==> config.mk <==
export PLATFORM = sky130hd
export DESIGN_NAME = xif_coproc_dispatcher_flat
export DESIGN_NICKNAME = d
export VERILOG_FILES = /design/src/rtl/xif_coproc_dispatcher_if.sv /design/src/rtl/xif_coproc_dispatcher.sv /design/src/flat_wrapper.sv
export SDC_FILE = /design/constraint.sdc
export NUM_CORES = 1
export LEC_CHECK = 0
export ABC_AREA = 1
export BUFFER_PORTS_ARGS = -buffer_cell sky130_fd_sc_hd__clkbuf_2
export CORE_AREA = 4 4 139 141
export CTS_BUF_LIST = sky130_fd_sc_hd__clkbuf_16
export DETAILED_ROUTE_END_ITERATION = 12
export DIE_AREA = 0 0 143 145
export GPL_ROUTABILITY_DRIVEN = 0
export GPL_TIMING_DRIVEN = 1
export HOLD_SLACK_MARGIN = 0.1
export PLACE_DENSITY = 0.41
export SLEW_MARGIN = 20
export SYNTH_ARGS = -nofsm -noshare
export SYNTH_HDL_FRONTEND = slang
export SYNTH_SLANG_ARGS = --single-unit
==> constraint.sdc <==
create_clock -name clk_i -period 2.7 [get_ports clk_i]
set_input_delay 0.27 -clock clk_i [delete_from_list [all_inputs] [get_ports clk_i]]
set_output_delay 0.27 -clock clk_i [all_outputs]
set_load 0.1 [all_outputs]
==> src/rtl/xif_coproc_dispatcher_if.sv <==
// Core-side and coprocessor-side CORE-V-XIF signals of the two-coprocessor dispatcher.
// Signal suffixes are relative to the dispatcher; fsm_state exposes the dispatcher FSM.
interface xif_coproc_dispatcher_if #(
   parameter int X_ID_WIDTH  = 4,
   parameter int X_RFR_WIDTH = 32,
   parameter int X_NUM_RS    = 2
);
   logic                            cpu_issue_valid_i;
   logic                            cpu_issue_ready_o;
   logic [31:0]                     cpu_issue_instr_i;
   logic [X_ID_WIDTH-1:0]           cpu_issue_id_i;
   logic [X_NUM_RS*X_RFR_WIDTH-1:0] cpu_issue_rs_i;
   logic [X_NUM_RS-1:0]             cpu_issue_rs_valid_i;
   logic                            cpu_issue_accept_o;
   logic                            cpu_issue_writeback_o;
   logic                            cpu_commit_valid_i;
   logic                            cpu_commit_kill_i;
   logic [X_ID_WIDTH-1:0]           cpu_commit_id_i;
   logic                            cpu_result_valid_o;
   logic                            cpu_result_ready_i;
   logic [X_ID_WIDTH-1:0]           cpu_result_id_o;
   logic [X_RFR_WIDTH-1:0]          cpu_result_data_o;
   logic [4:0]                      cpu_result_rd_o;
   logic                            cpu_result_we_o;

   logic [1:0]                      cp_issue_valid_o;
   logic [1:0]                      cp_issue_ready_i;
   logic [1:0]                      cp_issue_accept_i;
   logic [1:0]                      cp_issue_writeback_i;
   logic [31:0]                     cp_issue_instr_o;
   logic [X_ID_WIDTH-1:0]           cp_issue_id_o;
   logic [X_NUM_RS*X_RFR_WIDTH-1:0] cp_issue_rs_o;
   logic [X_NUM_RS-1:0]             cp_issue_rs_valid_o;
   logic [1:0]                      cp_commit_valid_o;
   logic [X_ID_WIDTH-1:0]           cp_commit_id_o;
   logic                            cp_commit_kill_o;
   logic [1:0]                      cp_result_valid_i;
   logic [1:0]                      cp_result_ready_o;
   logic [1:0][X_ID_WIDTH-1:0]      cp_result_id_i;
   logic [1:0][X_RFR_WIDTH-1:0]     cp_result_data_i;
   logic [1:0][4:0]                 cp_result_rd_i;
   logic [1:0]                      cp_result_we_i;

   logic                            timeout_o;
   logic                            stray_result_o;
   logic [1:0]                      fsm_state;

   modport slave (
      input  cpu_issue_valid_i, cpu_issue_instr_i, cpu_issue_id_i, cpu_issue_rs_i,
             cpu_issue_rs_valid_i, cpu_commit_valid_i, cpu_commit_kill_i, cpu_commit_id_i,
             cpu_result_ready_i, cp_issue_ready_i, cp_issue_accept_i, cp_issue_writeback_i,
             cp_result_valid_i, cp_result_id_i, cp_result_data_i, cp_result_rd_i, cp_result_we_i,
      output cpu_issue_ready_o, cpu_issue_accept_o, cpu_issue_writeback_o, cpu_result_valid_o,
             cpu_result_id_o, cpu_result_data_o, cpu_result_rd_o, cpu_result_we_o,
             cp_issue_valid_o, cp_issue_instr_o, cp_issue_id_o, cp_issue_rs_o, cp_issue_rs_valid_o,
             cp_commit_valid_o, cp_commit_id_o, cp_commit_kill_o, cp_result_ready_o,
             timeout_o, stray_result_o, fsm_state
   );

   modport master (
      output cpu_issue_valid_i, cpu_issue_instr_i, cpu_issue_id_i, cpu_issue_rs_i,
             cpu_issue_rs_valid_i, cpu_commit_valid_i, cpu_commit_kill_i, cpu_commit_id_i,
             cpu_result_ready_i, cp_issue_ready_i, cp_issue_accept_i, cp_issue_writeback_i,
             cp_result_valid_i, cp_result_id_i, cp_result_data_i, cp_result_rd_i, cp_result_we_i,
      input  cpu_issue_ready_o, cpu_issue_accept_o, cpu_issue_writeback_o, cpu_result_valid_o,
             cpu_result_id_o, cpu_result_data_o, cpu_result_rd_o, cpu_result_we_o,
             cp_issue_valid_o, cp_issue_instr_o, cp_issue_id_o, cp_issue_rs_o, cp_issue_rs_valid_o,
             cp_commit_valid_o, cp_commit_id_o, cp_commit_kill_o, cp_result_ready_o,
             timeout_o, stray_result_o, fsm_state
   );
endinterface

==> src/rtl/xif_coproc_dispatcher.sv <==
// Dispatches one XIF offload at a time to coprocessor 0, falling back to coprocessor 1,
// then routes commit and result for the owner, with a result watchdog and stray detection.
module xif_coproc_dispatcher #(
   parameter int X_ID_WIDTH     = 4,
   parameter int X_RFR_WIDTH    = 32,
   parameter int X_NUM_RS       = 2,
   parameter int TIMEOUT_CYCLES = 256
) (
   input logic                    clk_i,
   input logic                    rst_i,
   xif_coproc_dispatcher_if.slave xif
);
   localparam int CW = (TIMEOUT_CYCLES > 1) ? $clog2(TIMEOUT_CYCLES + 1) : 1;
   localparam logic [CW-1:0] CNT_LAST = CW'((TIMEOUT_CYCLES > 0) ? TIMEOUT_CYCLES - 1 : 0);

   typedef enum logic [1:0] {
      TRY0   = 2'd0,
      TRY1   = 2'd1,
      COMMIT = 2'd2,
      RESULT = 2'd3
   } state_t;

   state_t                          state;
   logic                            owner;
   logic [X_ID_WIDTH-1:0]           id_q;
   logic [CW-1:0]                   cnt;
   logic                            timeout_q;
   logic                            stray_q;

   logic                            issue_acc;
   logic                            issue_rej;
   logic                            acc_cp;
   logic                            commit_fwd;
   logic                            commit_route;
   logic                            result_hs;
   logic [1:0]                      stray;
   logic [X_NUM_RS*X_RFR_WIDTH-1:0] rs_bcast;
   logic [X_RFR_WIDTH-1:0]          res_data;

   assign rs_bcast                 = xif.cpu_issue_rs_i;
   assign xif.cp_issue_rs_o        = rs_bcast;
   assign xif.cp_issue_instr_o     = xif.cpu_issue_instr_i;
   assign xif.cp_issue_id_o        = xif.cpu_issue_id_i;
   assign xif.cp_issue_rs_valid_o  = xif.cpu_issue_rs_valid_i;
   assign xif.cp_commit_kill_o     = xif.cpu_commit_kill_i;
   // A commit landing with the accepting issue handshake carries the live issue ID.
   assign xif.cp_commit_id_o       = (state == TRY0 || state == TRY1) ? xif.cpu_issue_id_i : id_q;
   assign xif.cpu_result_data_o    = res_data;
   assign xif.timeout_o            = timeout_q;
   assign xif.stray_result_o       = stray_q;
   assign xif.fsm_state            = state;
   assign stray = xif.cp_result_valid_i &
                  ~((state == RESULT) ? (owner ? 2'b10 : 2'b01) : 2'b00);

   // Handshakes use strict valid/ready: a transfer happens only in a cycle where both are
   // high; ready never waits on valid. Nothing handshakes while rst_i is high.
   always_comb begin
      xif.cp_issue_valid_o      = '0;
      xif.cpu_issue_ready_o     = 1'b0;
      xif.cpu_issue_accept_o    = 1'b0;
      xif.cpu_issue_writeback_o = 1'b0;
      xif.cp_commit_valid_o     = '0;
      xif.cpu_result_valid_o    = 1'b0;
      xif.cpu_result_id_o       = '0;
      res_data                  = '0;
      xif.cpu_result_rd_o       = '0;
      xif.cpu_result_we_o       = 1'b0;
      xif.cp_result_ready_o     = '0;
      issue_acc                 = 1'b0;
      issue_rej                 = 1'b0;
      acc_cp                    = 1'b0;
      commit_fwd                = 1'b0;
      commit_route              = owner;
      result_hs                 = 1'b0;
      if (!rst_i) begin
         case (state)
            TRY0: begin
               xif.cp_issue_valid_o[0]   = xif.cpu_issue_valid_i;
               xif.cpu_issue_ready_o     = xif.cp_issue_ready_i[0] & xif.cp_issue_accept_i[0];
               xif.cpu_issue_accept_o    = xif.cpu_issue_ready_o;
               xif.cpu_issue_writeback_o = xif.cpu_issue_ready_o & xif.cp_issue_writeback_i[0];
               issue_acc = xif.cpu_issue_valid_i & xif.cp_issue_ready_i[0] & xif.cp_issue_accept_i[0];
               issue_rej = xif.cpu_issue_valid_i & xif.cp_issue_ready_i[0] & ~xif.cp_issue_accept_i[0];
            end
            TRY1: begin
               xif.cp_issue_valid_o[1]   = xif.cpu_issue_valid_i;
               xif.cpu_issue_ready_o     = xif.cp_issue_ready_i[1];
               xif.cpu_issue_accept_o    = xif.cp_issue_ready_i[1] & xif.cp_issue_accept_i[1];
               xif.cpu_issue_writeback_o = xif.cpu_issue_accept_o & xif.cp_issue_writeback_i[1];
               issue_acc = xif.cpu_issue_valid_i & xif.cp_issue_ready_i[1] & xif.cp_issue_accept_i[1];
               issue_rej = xif.cpu_issue_valid_i & xif.cp_issue_ready_i[1] & ~xif.cp_issue_accept_i[1];
               acc_cp    = 1'b1;
            end
            COMMIT: begin
               commit_fwd = xif.cpu_commit_valid_i && (xif.cpu_commit_id_i == id_q);
            end
            RESULT: begin
               xif.cpu_result_valid_o       = xif.cp_result_valid_i[owner];
               xif.cpu_result_id_o          = xif.cp_result_id_i[owner];
               res_data                     = xif.cp_result_data_i[owner];
               xif.cpu_result_rd_o          = xif.cp_result_rd_i[owner];
               xif.cpu_result_we_o          = xif.cp_result_we_i[owner];
               xif.cp_result_ready_o[owner] = xif.cpu_result_ready_i;
               result_hs = xif.cp_result_valid_i[owner] & xif.cpu_result_ready_i;
            end
            default: ;
         endcase
         if (issue_acc && xif.cpu_commit_valid_i && (xif.cpu_commit_id_i == xif.cpu_issue_id_i)) begin
            commit_fwd   = 1'b1;
            commit_route = acc_cp;
         end
         xif.cp_commit_valid_o[commit_route] = commit_fwd;
      end
   end

   always_ff @(posedge clk_i) begin
      if (rst_i) begin
         state     <= TRY0;
         owner     <= 1'b0;
         id_q      <= '0;
         cnt       <= '0;
         timeout_q <= 1'b0;
         stray_q   <= 1'b0;
      end else begin
         timeout_q <= 1'b0;
         stray_q   <= |stray;
         case (state)
            TRY0, TRY1: begin
               if (issue_acc) begin
                  owner <= acc_cp;
                  id_q  <= xif.cpu_issue_id_i;
                  cnt   <= '0;
                  if (commit_fwd) state <= xif.cpu_commit_kill_i ? TRY0 : RESULT;
                  else            state <= COMMIT;
               end else if (issue_rej) begin
                  state <= (state == TRY0) ? TRY1 : TRY0;
               end
            end
            COMMIT: begin
               if (commit_fwd) begin
                  state <= xif.cpu_commit_kill_i ? TRY0 : RESULT;
                  cnt   <= '0;
               end
            end
            RESULT: begin
               if (result_hs) begin
                  state <= TRY0;
               end else if (TIMEOUT_CYCLES != 0 && cnt == CNT_LAST) begin
                  timeout_q <= 1'b1;
                  state     <= TRY0;
               end else if (cnt != {CW{1'b1}}) begin
                  cnt <= cnt + 1'b1;
               end
            end
            default: state <= TRY0;
         endcase
      end
   end
endmodule

==> src/flat_wrapper.sv <==
// flat-port wrapper written by rule: the top's interface ports become plain ports
module xif_coproc_dispatcher_flat 
#(
   parameter int X_ID_WIDTH     = 4,
   parameter int X_RFR_WIDTH    = 32,
   parameter int X_NUM_RS       = 2,
   parameter int TIMEOUT_CYCLES = 256
)
  (clk_i, rst_i, xif_cpu_issue_valid_i, xif_cpu_issue_instr_i, xif_cpu_issue_id_i, xif_cpu_issue_rs_i, xif_cpu_issue_rs_valid_i, xif_cpu_commit_valid_i, xif_cpu_commit_kill_i, xif_cpu_commit_id_i, xif_cpu_result_ready_i, xif_cp_issue_ready_i, xif_cp_issue_accept_i, xif_cp_issue_writeback_i, xif_cp_result_valid_i, xif_cp_result_id_i, xif_cp_result_data_i, xif_cp_result_rd_i, xif_cp_result_we_i, xif_cpu_issue_ready_o, xif_cpu_issue_accept_o, xif_cpu_issue_writeback_o, xif_cpu_result_valid_o, xif_cpu_result_id_o, xif_cpu_result_data_o, xif_cpu_result_rd_o, xif_cpu_result_we_o, xif_cp_issue_valid_o, xif_cp_issue_instr_o, xif_cp_issue_id_o, xif_cp_issue_rs_o, xif_cp_issue_rs_valid_o, xif_cp_commit_valid_o, xif_cp_commit_id_o, xif_cp_commit_kill_o, xif_cp_result_ready_o, xif_timeout_o, xif_stray_result_o, xif_fsm_state);
  xif_coproc_dispatcher_if #(.X_ID_WIDTH(X_ID_WIDTH), .X_RFR_WIDTH(X_RFR_WIDTH), .X_NUM_RS(X_NUM_RS)) xif_i ();
  input logic clk_i;
  input logic rst_i;
  input wire logic [$bits(xif_i.cpu_issue_valid_i)-1:0] xif_cpu_issue_valid_i;
  input wire logic [$bits(xif_i.cpu_issue_instr_i)-1:0] xif_cpu_issue_instr_i;
  input wire logic [$bits(xif_i.cpu_issue_id_i)-1:0] xif_cpu_issue_id_i;
  input wire logic [$bits(xif_i.cpu_issue_rs_i)-1:0] xif_cpu_issue_rs_i;
  input wire logic [$bits(xif_i.cpu_issue_rs_valid_i)-1:0] xif_cpu_issue_rs_valid_i;
  input wire logic [$bits(xif_i.cpu_commit_valid_i)-1:0] xif_cpu_commit_valid_i;
  input wire logic [$bits(xif_i.cpu_commit_kill_i)-1:0] xif_cpu_commit_kill_i;
  input wire logic [$bits(xif_i.cpu_commit_id_i)-1:0] xif_cpu_commit_id_i;
  input wire logic [$bits(xif_i.cpu_result_ready_i)-1:0] xif_cpu_result_ready_i;
  input wire logic [$bits(xif_i.cp_issue_ready_i)-1:0] xif_cp_issue_ready_i;
  input wire logic [$bits(xif_i.cp_issue_accept_i)-1:0] xif_cp_issue_accept_i;
  input wire logic [$bits(xif_i.cp_issue_writeback_i)-1:0] xif_cp_issue_writeback_i;
  input wire logic [$bits(xif_i.cp_result_valid_i)-1:0] xif_cp_result_valid_i;
  input wire logic [$bits(xif_i.cp_result_id_i)-1:0] xif_cp_result_id_i;
  input wire logic [$bits(xif_i.cp_result_data_i)-1:0] xif_cp_result_data_i;
  input wire logic [$bits(xif_i.cp_result_rd_i)-1:0] xif_cp_result_rd_i;
  input wire logic [$bits(xif_i.cp_result_we_i)-1:0] xif_cp_result_we_i;
  output wire logic [$bits(xif_i.cpu_issue_ready_o)-1:0] xif_cpu_issue_ready_o;
  output wire logic [$bits(xif_i.cpu_issue_accept_o)-1:0] xif_cpu_issue_accept_o;
  output wire logic [$bits(xif_i.cpu_issue_writeback_o)-1:0] xif_cpu_issue_writeback_o;
  output wire logic [$bits(xif_i.cpu_result_valid_o)-1:0] xif_cpu_result_valid_o;
  output wire logic [$bits(xif_i.cpu_result_id_o)-1:0] xif_cpu_result_id_o;
  output wire logic [$bits(xif_i.cpu_result_data_o)-1:0] xif_cpu_result_data_o;
  output wire logic [$bits(xif_i.cpu_result_rd_o)-1:0] xif_cpu_result_rd_o;
  output wire logic [$bits(xif_i.cpu_result_we_o)-1:0] xif_cpu_result_we_o;
  output wire logic [$bits(xif_i.cp_issue_valid_o)-1:0] xif_cp_issue_valid_o;
  output wire logic [$bits(xif_i.cp_issue_instr_o)-1:0] xif_cp_issue_instr_o;
  output wire logic [$bits(xif_i.cp_issue_id_o)-1:0] xif_cp_issue_id_o;
  output wire logic [$bits(xif_i.cp_issue_rs_o)-1:0] xif_cp_issue_rs_o;
  output wire logic [$bits(xif_i.cp_issue_rs_valid_o)-1:0] xif_cp_issue_rs_valid_o;
  output wire logic [$bits(xif_i.cp_commit_valid_o)-1:0] xif_cp_commit_valid_o;
  output wire logic [$bits(xif_i.cp_commit_id_o)-1:0] xif_cp_commit_id_o;
  output wire logic [$bits(xif_i.cp_commit_kill_o)-1:0] xif_cp_commit_kill_o;
  output wire logic [$bits(xif_i.cp_result_ready_o)-1:0] xif_cp_result_ready_o;
  output wire logic [$bits(xif_i.timeout_o)-1:0] xif_timeout_o;
  output wire logic [$bits(xif_i.stray_result_o)-1:0] xif_stray_result_o;
  output wire logic [$bits(xif_i.fsm_state)-1:0] xif_fsm_state;
  assign xif_i.cpu_issue_valid_i = xif_cpu_issue_valid_i;
  assign xif_i.cpu_issue_instr_i = xif_cpu_issue_instr_i;
  assign xif_i.cpu_issue_id_i = xif_cpu_issue_id_i;
  assign xif_i.cpu_issue_rs_i = xif_cpu_issue_rs_i;
  assign xif_i.cpu_issue_rs_valid_i = xif_cpu_issue_rs_valid_i;
  assign xif_i.cpu_commit_valid_i = xif_cpu_commit_valid_i;
  assign xif_i.cpu_commit_kill_i = xif_cpu_commit_kill_i;
  assign xif_i.cpu_commit_id_i = xif_cpu_commit_id_i;
  assign xif_i.cpu_result_ready_i = xif_cpu_result_ready_i;
  assign xif_i.cp_issue_ready_i = xif_cp_issue_ready_i;
  assign xif_i.cp_issue_accept_i = xif_cp_issue_accept_i;
  assign xif_i.cp_issue_writeback_i = xif_cp_issue_writeback_i;
  assign xif_i.cp_result_valid_i = xif_cp_result_valid_i;
  assign xif_i.cp_result_id_i = xif_cp_result_id_i;
  assign xif_i.cp_result_data_i = xif_cp_result_data_i;
  assign xif_i.cp_result_rd_i = xif_cp_result_rd_i;
  assign xif_i.cp_result_we_i = xif_cp_result_we_i;
  assign xif_cpu_issue_ready_o = xif_i.cpu_issue_ready_o;
  assign xif_cpu_issue_accept_o = xif_i.cpu_issue_accept_o;
  assign xif_cpu_issue_writeback_o = xif_i.cpu_issue_writeback_o;
  assign xif_cpu_result_valid_o = xif_i.cpu_result_valid_o;
  assign xif_cpu_result_id_o = xif_i.cpu_result_id_o;
  assign xif_cpu_result_data_o = xif_i.cpu_result_data_o;
  assign xif_cpu_result_rd_o = xif_i.cpu_result_rd_o;
  assign xif_cpu_result_we_o = xif_i.cpu_result_we_o;
  assign xif_cp_issue_valid_o = xif_i.cp_issue_valid_o;
  assign xif_cp_issue_instr_o = xif_i.cp_issue_instr_o;
  assign xif_cp_issue_id_o = xif_i.cp_issue_id_o;
  assign xif_cp_issue_rs_o = xif_i.cp_issue_rs_o;
  assign xif_cp_issue_rs_valid_o = xif_i.cp_issue_rs_valid_o;
  assign xif_cp_commit_valid_o = xif_i.cp_commit_valid_o;
  assign xif_cp_commit_id_o = xif_i.cp_commit_id_o;
  assign xif_cp_commit_kill_o = xif_i.cp_commit_kill_o;
  assign xif_cp_result_ready_o = xif_i.cp_result_ready_o;
  assign xif_timeout_o = xif_i.timeout_o;
  assign xif_stray_result_o = xif_i.stray_result_o;
  assign xif_fsm_state = xif_i.fsm_state;
  xif_coproc_dispatcher #(.X_ID_WIDTH(X_ID_WIDTH), .X_RFR_WIDTH(X_RFR_WIDTH), .X_NUM_RS(X_NUM_RS), .TIMEOUT_CYCLES(TIMEOUT_CYCLES)) u_core (.clk_i(clk_i), .rst_i(rst_i), .xif(xif_i));
endmodule
# After elaboration in Yosys (flattened, before gate mapping)
# Cells that the tools add are included.
[word_totals] input_bits=204 register_bits=18 out_inout_bits=163 wordCells=125
[classes] muxes=69 bitwise=18 n_reduce_logical=13 n_eq_ne=14 magnitude_cmp=4 addsub=1
[ops] operator="32-bit 2-to-1 mux" count=4
[ops] operator="9-bit 2-to-1 mux" count=5
[ops] operator="1-bit 2-to-1 mux" count=29
[ops] operator="9-bit one-hot mux with 3 select lines" count=1
[ops] operator="2-bit 2-to-1 mux" count=13
[ops] operator="4-bit 2-to-1 mux" count=5
[ops] operator="5-bit 2-to-1 mux" count=4
[ops] operator="1-bit AND" count=11
[ops] operator="1-bit one-hot mux with 2 select lines" count=5
[ops] operator="9-bit by 1-bit adder with 9-bit output, second input constant" count=1
[ops] operator="9-bit by 8-bit equality test with 1-bit output, second input constant" count=1
[ops] operator="9-bit != test, second input constant" count=1
[ops] operator="4-bit equality test" count=2
[ops] operator="2-bit AND" count=3
[ops] operator="2-bit != test, second input constant" count=3
[ops] operator="2-bit one-hot mux with 3 select lines" count=1
[ops] operator="1-bit logical AND" count=5
[ops] operator="5-bit AND reduction" count=1
[ops] operator="2-bit equality test, second input constant" count=2
[ops] operator="1-bit by 2-bit less-than comparator with 1-bit output, second input constant" count=2
[ops] operator="2-bit by 1-bit != test with 1-bit output, second input constant" count=2
[ops] operator="2-bit OR reduction" count=2
[ops] operator="3-bit by 1-bit != test with 1-bit output, second input constant" count=1
[ops] operator="3-bit by 2-bit != test with 1-bit output, second input constant" count=1
[ops] operator="10 further kinds" count=14

# Depth between registers and ports, before layout
[depth] word_depth=14 depth_mapped=15 mapped_depth_nobuf=15

# Least setup slack after synthesis
# Ideal clock, no wire load.
[synth_path] kind="register to output" startpoint="reg u_core.state[0] (netlist: u_core.xif.fsm_state[0])" endpoint="out xif_cp_result_ready_o[0]" t_arrival_ns=4.382 n_path_buf=1 slack_ns=-1.952 stages_incl_launch_ff=4 t_required_ns=2.430 cell_sequence="dfxtp_1 nand2_1 clkbuf_1 nor4_1"
[synth_via] elab_chain_cells=3
[synth_lines] item="start: declaration" line="xif_coproc_dispatcher.sv:23" source="state_t state;"
[synth_lines] item="start signal: assignment" line="xif_coproc_dispatcher.sv:133" source="if (commit_fwd) state <= xif.cpu_commit_kill_i ? TRY0 : RESULT;"
[synth_lines] item="start signal: assignment" line="xif_coproc_dispatcher.sv:136" source="state <= (state == TRY0) ? TRY1 : TRY0;"
[synth_lines] item="start signal: assignment" line="xif_coproc_dispatcher.sv:141" source="state <= xif.cpu_commit_kill_i ? TRY0 : RESULT;"
[synth_lines] item="2-bit equality test" line="xif_coproc_dispatcher.sv:76" source="case (state)"
[synth_lines] item="2-bit 2-to-1 mux" line="xif_coproc_dispatcher.sv:76"
[synth_lines] item="2-bit 2-to-1 mux" line="xif_coproc_dispatcher.sv:75" source="if (!rst_i) begin"
[synth_lines] item="end: declaration" line="flat_wrapper.sv:46" source="output wire logic [$bits(xif_i.cp_result_ready_o)-1:0] xif_cp_result_ready_o;"
# Every way passes these cells.

# Worst setup path after layout
[layout_path] startpoint="reg u_core.state[1] (netlist: u_core.xif.fsm_state[1])" endpoint="out xif_cpu_result_rd_o[0]"
[layout_via] elab_chain_cells=3
[layout_lines] item="2-bit equality test" line="xif_coproc_dispatcher.sv:76"
[layout_lines] item="5-bit 2-to-1 mux" line="xif_coproc_dispatcher.sv:76"
[layout_lines] item="5-bit 2-to-1 mux" line="xif_coproc_dispatcher.sv:75"
[layout_lines] item="end: declaration" line="flat_wrapper.sv:36" source="output wire logic [$bits(xif_i.cpu_result_rd_o)-1:0] xif_cpu_result_rd_o;"
# Every way passes these cells.

==> results_dict.tcl <==
set metrics [dict create \
    status "finished, final reports clean" \
    multi_input_area_mm2 0.001684 \
    area_delta_synth_final_pct 53.43 \
    synth_seq_cells 18 \
    crit_fanout 42 \
    clock-sinks 18 \
    dieWidth_um 143 \
    seq_area_frac_synth_pct 13.55 \
    fin_area_mm2 0.004081 \
    placed_area_mm2 0.004003 \
    track_usage_pct 10.43 \
    syn-cell-area_mm2 0.002660 \
    clk_path_buf_depth 2 \
    rows 49 \
    crit_type "flop to output pin" \
    cts_max_level 1 \
    rsz0062_at_grt "false" \
    fill_cells 1990 \
    antenna_found_initial 0 \
    min_period_ns 2.467 \
    yosysUniqueCellTypes 35 \
    drtIter0Drc 93 \
    cts_setup_buffers 0 \
    dp.cells 697 \
    die_area_mm2 0.02074 \
    hold_buffers 0 \
    vias 2776 \
    synth_area_leaders "buf_4 (29%), dfxtp_1 (14%), a22oi_1 (12%)" \
    maxCapViolCount 0 \
    num_io_pins 367 \
    setup_viol 0 \
    clock_latency_ns 0.26 \
    grt_overflow 0 \
    wl_per_cell_um 16.08 \
    drive_above_1_share_pct 53.39 \
    yosysWarnings 0 \
    hpwl_um 9600 \
    finalNetCount 680 \
    hold_violations 0 \
    critPathCaptureType "output pin" \
    power_density_mw_per_mm2 228.1 \
    grt_max_degree 54 \
    syn_avg_cell_area_um2 6.410 \
    io_buffers 170 \
    synth_fp_nets 622 \
    drc_errors 0 \
    cts_tree "built" \
    grt_pass1_vias 2749 \
    path_clk_slew_ns 0.06 \
    start_util_pct 14.81 \
    grt_pass1_wl_um 16760 \
    fin_tns_setup_ns 0 \
    synth_cells 415 \
    regArea_um2 362.8 \
    tightest_slew_ns 0.6160 \
    timing.final.crit_share_pct 91.36 \
    synth.largest_area_cell "buf_4" \
    ant_nets 0 \
    coreArea_mm2 0.01796 \
    stdcell_count 701 \
    p_leak_uw 0.001692 \
    fmax_ghz 0.4054 \
    drt-vias-per-instance 3.960 \
    die_h_um 145 \
    yosysTopAreaCellShare_pct 29.07 \
    p_total_uw 931.1 \
    fin_skew_ns 0.003609 \
    antenna_cells 0 \
    peakVddDrop_uv 195.3 \
    cts_resized 0 \
    min_path_type "primary input to flop" \
    cp.required_ns 2.43 \
    max_slew_margin_pct 58.93 \
    cts_root_buffer "clkbuf_16" \
    crit_arrival_ns 2.20 \
    drv_slew 0 \
    dr.pass1.iters 4 \
    crit_path_start_kind "flop" \
    drt-total-wl_um 11280 \
    cts_buffers 3 \
]
## logic make-up (layout without fill, tap and decap cells)
group | Yosys count | after routing | share of synthesized area, %
AOI/OAI and AO/OA | 80 | 80 | 19.57
xor gates and xnor gates | 5 | 5 | 1.646
buffers and inverters | 154 | 211 | 36.83
and+or+nand+nor | 155 | 155 | 27.00
DFF | 18 | 18 | 13.55
adders and majority gates | 3 | 3 | 1.411
## layer usage
metal  wire length [um]  GRT usage [%]  up-vias
li1                   -              -     1376
met4                573          5.371        0
met5                  0              0        -
met2               5219          16.61      160
met1               4598          13.38     1169
met3                884          1.843       71
## power by group
group / internal, uW / switching, uW / total (uW)
combinational: 97.6 / 239 / 336
sequential: 272 / 8.99 / 281
clock: 198 / 116 / 313
total: 568 / 363 / 931
## stage by stage
| step | hold WS, ns | worst slack, ns | utilization (%) |
|---|---|---|---|
| after floorplan | 0.4275 | -0.4550 | - |
| after global placement | 0.4853 | 0.4964 | 22.28 |
| after detailed placement | 0.4830 | 0.4142 | 22.28 |
| after CTS | 0.3143 | 0.2272 | 22.72 |
| after global routing | 0.3410 | 0.09212 | 22.72 |
| final | 0.3005 | 0.2333 | 22.72 |
## sequential cells by signal (all words and copies together), names as in the netlist
register                   flops
u_core.cnt                     9
u_core.id_q                    4
u_core.xif.fsm_state           2
u_core.owner                   1
u_core.xif.stray_result_o      1
u_core.xif.timeout_o           1
## cell usage after synthesis
cell        n
inv_1      26
clkinv_2    1
buf_4     103
o22ai_1     1
xor2_1      5
nor2_4      1
or2_0       1
a32o_1      1
a32oi_1     1
a22oi_1    42
nand4_2     1
clkbuf_1   16
inv_2       4
inv_4       2
nor3_1      3
dfxtp_1    18
nor2_1     74
o21a_1      1
ha_1        3
nand3b_1    1
a211oi_1    1
nor3b_1     1
clkbuf_2    1
nand3_1    15
o21ai_1     4
o21ai_0    12
nand2_4     5
nand2_1    44
nor2_2      2
or2_2       1
nor4_1      2
nor2_8      2
buf_6       1
a21oi_1    17
nand2_2     2
## critical path: stages, from the launching register on
cell and delay, ns:
dfxtp_2 0.57, nand2_1 0.24, nor2_4 0.12, buf_4 0.39, a22oi_1 0.23, nor2_4 0.16, buf_12 0.19
## area by class of cell
| type | instances | area share (%) |
|---|---|---|
| timing repair buffer | 174 | 37.71 |
| multi-input combinational | 243 | 41.26 |
| clock buffer | 3 | 1.839 |
| clock inverter | 1 | 0.09197 |
| inverter | 33 | 3.188 |
| sequential | 18 | 8.890 |
| tap | 229 | 7.020 |
## cells in the final DEF, fill, tap and decap left out, drive strengths merged
cell type  instances
a32o               1
nor4               2
or2                2
nand3b             1
nand3             15
dfxtp             18
o21a               1
buf               47
a32oi              1
clkbuf           130
o21ai             16
ha                 3
o22ai              1
clkinv             2
nor3b              1
a211oi             1
nand4              1
nor2              79
nand2             51
nor3               3
inv               32
a22oi             42
a21oi             17
xor2               5
## worst paths after layout
path	from	end	slack, ns	depth (start not counted)
setup / recovery	u_core.xif.fsm_state[1]	xif_cpu_result_rd_o[0]	0.23	6
hold / removal	xif_cp_result_valid_i[0]	u_core.xif.stray_result_o	0.30	3
setup reg to reg	u_core.cnt[0]	u_core.cnt[0]	0.45	15
hold reg to reg	u_core.id_q[1]	u_core.id_q[1]	0.49	2
Note: power is estimated with default switching activity, not from simulation.
